<file path="src/rtl/gf_pkg.sv">
// Field constants, FSM state type and counter-width helper for the
// sequential GF(2^M) divider. Default field is the NIST B-163/K-163
// pentanomial z^163 + z^7 + z^6 + z^3 + 1.
package gf_pkg;

    localparam int GF_M = 163;

    localparam logic [GF_M:0] GF_POLY = (164'd1 << 163) | 164'hC9;

    typedef enum logic [1:0] {
        IDLE = 2'd0,
        RUN  = 2'd1,
        DONE = 2'd2
    } div_state_t;

    // Step counter must hold values up to 4*M inclusive.
    function automatic int gf_cw(input int m);
        return $clog2(4 * m + 1);
    endfunction

endpackage

</file>
<file path="src/rtl/gf2m_half.sv">
// Combinational field halving: g * z^-1 mod f(z).
// An odd g is first made even by adding f; bit M of that sum lands in bit M-1.
module gf2m_half
    import gf_pkg::*;
#(
    parameter int         M    = GF_M,
    parameter logic [M:0] POLY = GF_POLY
) (
    input  logic [M-1:0] g,
    output logic [M-1:0] h
);

    // Shift right, folding in f(z)/z when g has a constant term.
    always_comb begin
        h = {1'b0, g[M-1:1]};
        if (g[0]) begin
            h = {1'b0, g[M-1:1]} ^ POLY[M:1];
        end
    end

endmodule

</file>
<file path="src/rtl/gf2m_div_seq.sv">
// Sequential GF(2^M) divider, q = x / y mod f(z), via the binary extended
// Euclidean algorithm with one reduction step per clock.
// Optional build macro GF_DIV_CYCLE_COUNT_EN adds the run_cycles output
// (number of RUN cycles of the last operation) and its step counter.
//
// state | meaning
// IDLE  | waiting for operands, in_ready high
// RUN   | one Euclid reduction step per cycle
// DONE  | result held on q/div_zero until out_ready
module gf2m_div_seq
    import gf_pkg::*;
#(
    parameter int         M    = GF_M,
    parameter logic [M:0] POLY = GF_POLY
`ifdef GF_DIV_CYCLE_COUNT_EN
    ,
    parameter int         CW   = gf_cw(M)
`endif
) (
    input  logic          clk,
    input  logic          rst_n,
    input  logic          in_valid,
    output logic          in_ready,
    input  logic [M-1:0]  x,
    input  logic [M-1:0]  y,
    output logic          out_valid,
    input  logic          out_ready,
    output logic [M-1:0]  q,
    output logic          div_zero
`ifdef GF_DIV_CYCLE_COUNT_EN
    ,
    output logic [CW-1:0] run_cycles
`endif
);

    localparam logic [M:0] ONE = (M + 1)'(1);

    div_state_t   state, state_nxt;
    logic [M:0]   u, u_nxt;
    logic [M:0]   v, v_nxt;
    logic [M-1:0] g1, g1_nxt;
    logic [M-1:0] g2, g2_nxt;
    logic [M-1:0] q_nxt;
    logic         div_zero_nxt;
    logic [M-1:0] g1_half;
    logic [M-1:0] g2_half;

`ifdef GF_DIV_CYCLE_COUNT_EN
    logic [CW-1:0] step, step_nxt;
    logic [CW-1:0] run_cycles_nxt;
`endif

    gf2m_half #(.M(M), .POLY(POLY)) u_half_g1 (
        .g (g1),
        .h (g1_half)
    );

    gf2m_half #(.M(M), .POLY(POLY)) u_half_g2 (
        .g (g2),
        .h (g2_half)
    );

    // State register.
    always_ff @(posedge clk) begin
        if (!rst_n) begin
            state <= IDLE;
        end else begin
            state <= state_nxt;
        end
    end

    // Next state, handshake outputs and next datapath values.
    always_comb begin
        state_nxt    = state;
        u_nxt        = u;
        v_nxt        = v;
        g1_nxt       = g1;
        g2_nxt       = g2;
        q_nxt        = q;
        div_zero_nxt = div_zero;
        in_ready     = 1'b0;
        out_valid    = 1'b0;
`ifdef GF_DIV_CYCLE_COUNT_EN
        step_nxt       = step;
        run_cycles_nxt = run_cycles;
`endif

        unique case (state)
            IDLE: begin
                // Held low while reset is applied so the first accept
                // can only happen after release.
                in_ready = rst_n;
                if (in_valid && rst_n) begin
                    u_nxt  = {1'b0, y};
                    v_nxt  = POLY;
                    g1_nxt = x;
                    g2_nxt = '0;
`ifdef GF_DIV_CYCLE_COUNT_EN
                    step_nxt       = '0;
                    run_cycles_nxt = '0;
`endif
                    if (y == '0) begin
                        q_nxt        = '0;
                        div_zero_nxt = 1'b1;
                        state_nxt    = DONE;
                    end else begin
                        state_nxt = RUN;
                    end
                end
            end

            RUN: begin
`ifdef GF_DIV_CYCLE_COUNT_EN
                step_nxt = step + 1'b1;
`endif
                if (u == ONE) begin
                    q_nxt        = g1;
                    div_zero_nxt = 1'b0;
                    state_nxt    = DONE;
`ifdef GF_DIV_CYCLE_COUNT_EN
                    run_cycles_nxt = step + 1'b1;
`endif
                end else if (v == ONE) begin
                    q_nxt        = g2;
                    div_zero_nxt = 1'b0;
                    state_nxt    = DONE;
`ifdef GF_DIV_CYCLE_COUNT_EN
                    run_cycles_nxt = step + 1'b1;
`endif
                end else if (!u[0]) begin
                    u_nxt  = u >> 1;
                    g1_nxt = g1_half;
                end else if (!v[0]) begin
                    v_nxt  = v >> 1;
                    g2_nxt = g2_half;
                end else if (u > v) begin
                    // Plain magnitude compare stands in for a degree
                    // compare; equal degrees are fine either way.
                    u_nxt  = u ^ v;
                    g1_nxt = g1 ^ g2;
                end else begin
                    v_nxt  = v ^ u;
                    g2_nxt = g2 ^ g1;
                end
            end

            DONE: begin
                out_valid = 1'b1;
                if (out_ready) begin
                    state_nxt = IDLE;
                end
            end

            default: begin
                state_nxt = IDLE;
            end
        endcase
    end

    // Datapath and result registers; reset clears everything.
    always_ff @(posedge clk) begin
        if (!rst_n) begin
            u        <= '0;
            v        <= '0;
            g1       <= '0;
            g2       <= '0;
            q        <= '0;
            div_zero <= 1'b0;
        end else begin
            u        <= u_nxt;
            v        <= v_nxt;
            g1       <= g1_nxt;
            g2       <= g2_nxt;
            q        <= q_nxt;
            div_zero <= div_zero_nxt;
        end
    end

`ifdef GF_DIV_CYCLE_COUNT_EN
    // RUN-cycle counter and its latched copy for the last result.
    always_ff @(posedge clk) begin
        if (!rst_n) begin
            step       <= '0;
            run_cycles <= '0;
        end else begin
            step       <= step_nxt;
            run_cycles <= run_cycles_nxt;
        end
    end
`endif

endmodule

</file>
<file path="config.mk">
export PLATFORM = sky130hd
export DESIGN_NAME = gf2m_div_seq
export DESIGN_NICKNAME = d
export VERILOG_FILES = /design/src/rtl/gf_pkg.sv /design/src/rtl/gf2m_half.sv /design/src/rtl/gf2m_div_seq.sv
export SDC_FILE = /design/constraint.sdc
export NUM_CORES = 2
export LEC_CHECK = 0
export ABC_AREA = 1
export BUFFER_PORTS_ARGS = -buffer_cell sky130_fd_sc_hd__buf_4
export CAP_MARGIN = 20
export CORE_MARGIN = 8
export CORE_UTILIZATION = 55
export CTS_CLUSTER_DIAMETER = 60
export DETAILED_ROUTE_END_ITERATION = 10
export PLACE_DENSITY = 0.79
export SETUP_SLACK_MARGIN = 0.05
export SYNTH_ARGS = -nofsm -noshare
export SYNTH_HDL_FRONTEND = slang
export SYNTH_HIERARCHICAL = 1
export SYNTH_SLANG_ARGS = --single-unit
</file>
<file path="constraint.sdc">
create_clock -name clk -period 3.25 [get_ports clk]
set_clock_uncertainty 0.2 [all_clocks]
set_input_delay 0.325 -clock clk [delete_from_list [all_inputs] [get_ports clk]]
set_output_delay 0.325 -clock clk [all_outputs]
set_load 0.01 [all_outputs]
</file>
[Word-level counts from Yosys, hierarchy flattened]
Index checks and enable logic that the tools add are counted.
Word-level totals
  input bits: 330
  logic and storage cells: 86
  flip-flop bits (word level): 820
  output and inout bits: 166
Operators by class
  equality and inequality tests: 14
  $lt $le $gt $ge: 1
  reduce and logical (&&, ||, !) cells: 10
  muxes and demuxes: 48
  bitwise gates (word level): 4
Operator list (number)
  two-way mux 163 bit: 18
  two-way mux 164 bit: 12
  case mux 163 bit (2 select lines): 3
  case mux 164 bit (2 select lines): 2
  equality test 164 x 1 -> 1 bit, second input constant: 2
  > comparator 164 bit: 1
  XOR 164 bit: 1
  zero test 163 bit: 1
  XOR 163 bit: 1
  != test 2 bit, second input constant: 6
  != test 3 bit, second input constant: 4
  AND reduction 6 bit: 2
  two-way mux 2 bit: 5
  NOT 3 -> 4 bit: 2
  AND reduction 4 bit: 2
  two-way mux 1 bit: 6
  case mux 2 bit (3 select lines): 1
  AND reduction 5 bit: 1
  AND reduction 3 bit: 1
  equality test 2 x 1 -> 1 bit, second input constant: 1
  equality test 2 bit, second input constant: 1
  zero test 2 bit: 1
  case mux 1 bit (2 select lines): 1
  nonzero test 2 bit: 1
  logical AND 1 bit: 1

[Logic depth before layout (Yosys ltp)]
  depth in word-level cells: 7
  gate-level depth with buffers: 25
  depth with buffers taken out: 22

[Cells and area by module]
Netlist, hierarchy kept.
Modules (own cells, without submodules)
  gf2m_div_seq: cells each 8060, seq. area each 16415.7 um2, instances 1, area each 50941.4 um2
  gf2m_half: cells each 173, seq. area each 0.0 um2, instances 2, area each 1249.9 um2

[Worst setup path after synthesis]
OpenSTA, ideal clock, no wires.
  path type: reg2reg
  start point: register v[147]
  end point: register u[90]
  path slack: 591 ps
  stages on the path, launching flop included: 20
  data arrival time: 2346 ps
  path buffers: 3
  required time: 2937 ps
  clock period less this slack: 2659 ps
  library setup time: 113 ps
  cells stage by stage: dfxtp_1 -> inv_1 -> ha_1 -> nand2_1 -> nor2_1 -> nand3_1 -> nor3_2 -> nor2b_1 -> nand2_1 -> nor2_1 -> nand2_1 -> nand3_2 -> nand2_2 -> nand3_2 -> nand3_2 -> buf_6 -> buf_6 -> buf_4 -> nor2_1 -> nor2_1
Between the ends
  longest elaborated chain between the ends: 3
  elaborated cells between the ends (all ways): 5
  classes of those cells: 1 x order compare; 3 x eq/ne; 1 x reduce/logical
Ends and longest elaborated chain
  start: declaration: RTL line gf2m_div_seq.sv:40  | logic [M:0] v, v_nxt;
  start signal: assignment: RTL line gf2m_div_seq.sv:171  | v <= v_nxt;
  > comparator 164 bit or equality test 164 x 1 -> 1 bit (tied branches): RTL line gf2m_div_seq.sv:136, gf2m_div_seq.sv:123
  != test 3 bit (no source line) or != test 2 bit (tied branches)
  AND reduction 6 bit (no source line) *
  end signal: assignment: RTL line gf2m_div_seq.sv:170  | u <= u_nxt;
  end: declaration: RTL line gf2m_div_seq.sv:39  | logic [M:0] u, u_nxt;
Every way passes the cells marked *; elsewhere a longest branch is shown, timed or not.
A chain may end at the register's enable or synchronous reset.

[Final worst setup path]
  start point: register u[95]
  end point: register u[143]
Between the ends
  longest elaborated chain between the ends: 3
  elaborated cells between the ends (all ways): 5
  classes of those cells: 1 x order compare; 3 x eq/ne; 1 x reduce/logical
Ends and longest elaborated chain (RTL line)
  > comparator 164 bit or equality test 164 x 1 -> 1 bit (tied branches): gf2m_div_seq.sv:136, gf2m_div_seq.sv:116
  != test 3 bit (no source line) or != test 2 bit (tied branches)
  AND reduction 6 bit (no source line) *
Marked as above.

==> out/metrics.yaml <==
worst_setup_path:
  cp_slowest_cell: "dfxtp_1"
  end_kind: "flip-flop"
  critPathMaxFanout: 31
  crit_chain: "ha_4, buf_4, a21oi_1, o21ai_0, a21oi_1, nand2_1, a21oi_2, nand2_1, nand2_1, nand3_2, nand2_4, buf_4, nand2_8, clkbuf_16, nand2_1, o21ai_0, nor2_1, nor2_1"
  max_stage_delay_ns: 0.41
  worstSetupPathType: "reg -> reg"
  required_ns: 3.64
  rrSetupSlack_ns: -0.17
  cp.arrival_ns: 3.81
  crit_top_cell: "nand2_1"
  startpoint_type: "flip-flop"
global_routing:
  grt_max_degree: 229
  grt_pass1_wl_um: 299000
  overflow: 0
  track_usage: 0.334
  antenna_found_initial: 13
  first_global_vias: 55400
floorplan:
  die-area_mm2: 0.107
  io_pins: 496
  die_h_um: 328
  core_mm2: 0.0966
  start_util: 0.553
  row_count: 114
  fp.dieW_um: 328
timing:
  min_period_ns: 3.42
  setup_tns_ns: -16.39
  finalWorstSetupSlack_ns: -0.168
  hold_viol: 3
  finalCritPeriodShare: 1.05
  rsz0062_at_grt: "yes"
  worstMarginPinSlew_ns: 1.28
  slew_headroom: 0.144
  fmax_ghz: 0.293
  hold_slack_ns: -0.0599
  timing.final.max_slew_violations: 0
  finalSetupViolations: 337
layout:
  area_delta_synth_final_pct: 24.7
  drive_above_1_share: 0.167
  final_cells: 10200
  multiInputGateArea_mm2: 0.0301
  fin_nets: 9287
  seq_area_mm2: 0.0165
  fillers: 7487
placement:
  hpwl_um: 117000
  place_inst: 9568
  port-buffer-count: 495
  place.gp.congestion: 0.971
clock_network:
  clock_latency_ns: 0.71
  clockRootBuffer: "clkbuf_16"
  clock_path_buffers: 3
  numCtsBuffers: 101
  cts_tree: "yes"
  htreeDepth: 3
  clk_pin_slew_ns: 0.06
  cts.sink_count: 820
drt:
  totalWireLength_um: 199000
  drtIter0Drc: 7962
  dr.pass1.iters: 7
  vias: 59900
  wire_per_inst_um: 19.6
  postRouteAntennaNets: 0
  viasPerCell: 5.90
  drc: 0
synthesis:
  yosysTopAreaCellShare: 0.307
  synthArstFlopShare: 0
  synth-seq-cells: 820
  yosys-top-cells-area: "dfxtp_1 31%, nand2_1 14%, nor2_1 9.4%"
  synth_edf_count: 0
  avgSynthCellArea_um2: 6.36
  ys_warn_count: 6
  ys_types: 35
  synth_cells: 8406
  syn-num-nets: 8901
  synth_flop_cell: "dfxtp_1"
  yosysSeqAreaShare: 0.307
  yosys.area.top_type: "dfxtp_1"
  syn-cell-area_mm2: 0.0534
  yosysMostFrequentCell: "nand2_1"
  synth_common_cells: "1959 x nand2_1, 1339 x nor2_1, 820 x dfxtp_1"
power:
  total_power_mw: 66.2
  powerDensity_mw_per_mm2: 994
  p_leak_nw: 29.9
  ir_drop_mv: 0.842
worst_hold_path:
  min-delay-path-class: "in -> reg"
status:
  violations: "hold timing, setup timing"
  status: "finished, violations left"
job:
  max-cap-violations: 0
[cell type report]
cell class	count	share of cell area
multi-input cells	5846	0.451
flip-flops and latches	820	0.247
repair buffers	1194	0.177
inverters	829	0.0474
clock buffers	125	0.0415
well taps	1276	0.0240
clock inverters	57	0.0111
diodes	16	0.000601
[cells in the final DEF, fill, tap and decap left out, drive strengths merged]
cell type       n
a21boi          1
bufbuf          1
nor4           88
dlygate4sd3   323
dfxtp         820
nor2b           1
nor3           45
a21o            4
or2           122
a21oi         435
clkinv         27
o22ai         160
o21a           10
clkinvlp       10
o21ai         554
nor2         1340
o211ai        163
nand3         208
bufinv         12
nand3b          2
and2            1
inv           837
clkbuf        155
nand4         258
xnor2         163
nand2        1963
diode          16
a221oi        163
buf           840
ha            165
[state kept, by name, summed over array words and instances, names as in the netlist]
signal and count:
state 2, v 164, div_zero 1, g2 163, u 164, g1 163
q 163
[path summary, 6_finish.rpt]
kind              startpoint  cells after the start  endpoint
setup / recovery       u[95]                     18    u[143]
hold / removal         y[52]                      5     u[52]
hold reg to reg        q[16]                      2     q[16]
setup reg to reg       u[95]                     18    u[143]
[critical path: cells and delay by family (launching register included)]
| kind | cells | cell delay [ns] |
|---|---|---|
| fa+ha+maj | 1 | 0.23 |
| flops | 1 | 0.41 |
| simple gates | 9 | 0.99 |
| compound gates | 5 | 0.84 |
| buf+inv | 3 | 0.61 |
[repair_timing]
action                                  4_1_cts  5_1_grt
endpoints found under the setup margin      782      813
cloned                                       12       37
hold endpoints to repair                    331       25
resized for setup                           189      217
pin swaps                                    60       72
buffers inserted                             24       12
hold buffers                                306       17
[logic make-up after synthesis]
kind of cell	after synthesis	synth area share
buffers and inverters	1742	0.152
adder cells (fa/ha/maj)	165	0.0386
flip-flops	820	0.307
XOR/XNOR	163	0.0267
AO/OA/AOI/OAI	1490	0.163
AND/OR/NAND/NOR	4026	0.313
[metrics by stage]
stage	instance area [um2]	util	setup WS [ns]
6_report	66600	0.690	-0.168
2_1_floorplan	53400	-	0.591
4_1_cts	65100	0.674	-0.0175
5_1_grt	66600	0.690	-0.240
3_3_place_gp	57200	0.592	-0.115
3_5_place_dp	57200	0.592	-0.208
[routing by layer]
layer,GRT usage,up-vias,part of all wire
li1,-,27900,-
met1,0.416,27400,0.37
met2,0.539,3792,0.45
met3,0.0617,893,0.11
met4,0.194,0,0.071
met5,0,-,0
[power by group]
part | leakage [nW] | internal, mW | switching, mW
clock network | 1.70 | 7.06 | 4.98
registers | 6.73 | 13.4 | 3.46
logic | 21.5 | 14.6 | 22.7
total | 29.9 | 35.1 | 31.1
Power figures use the tool's default switching activity.
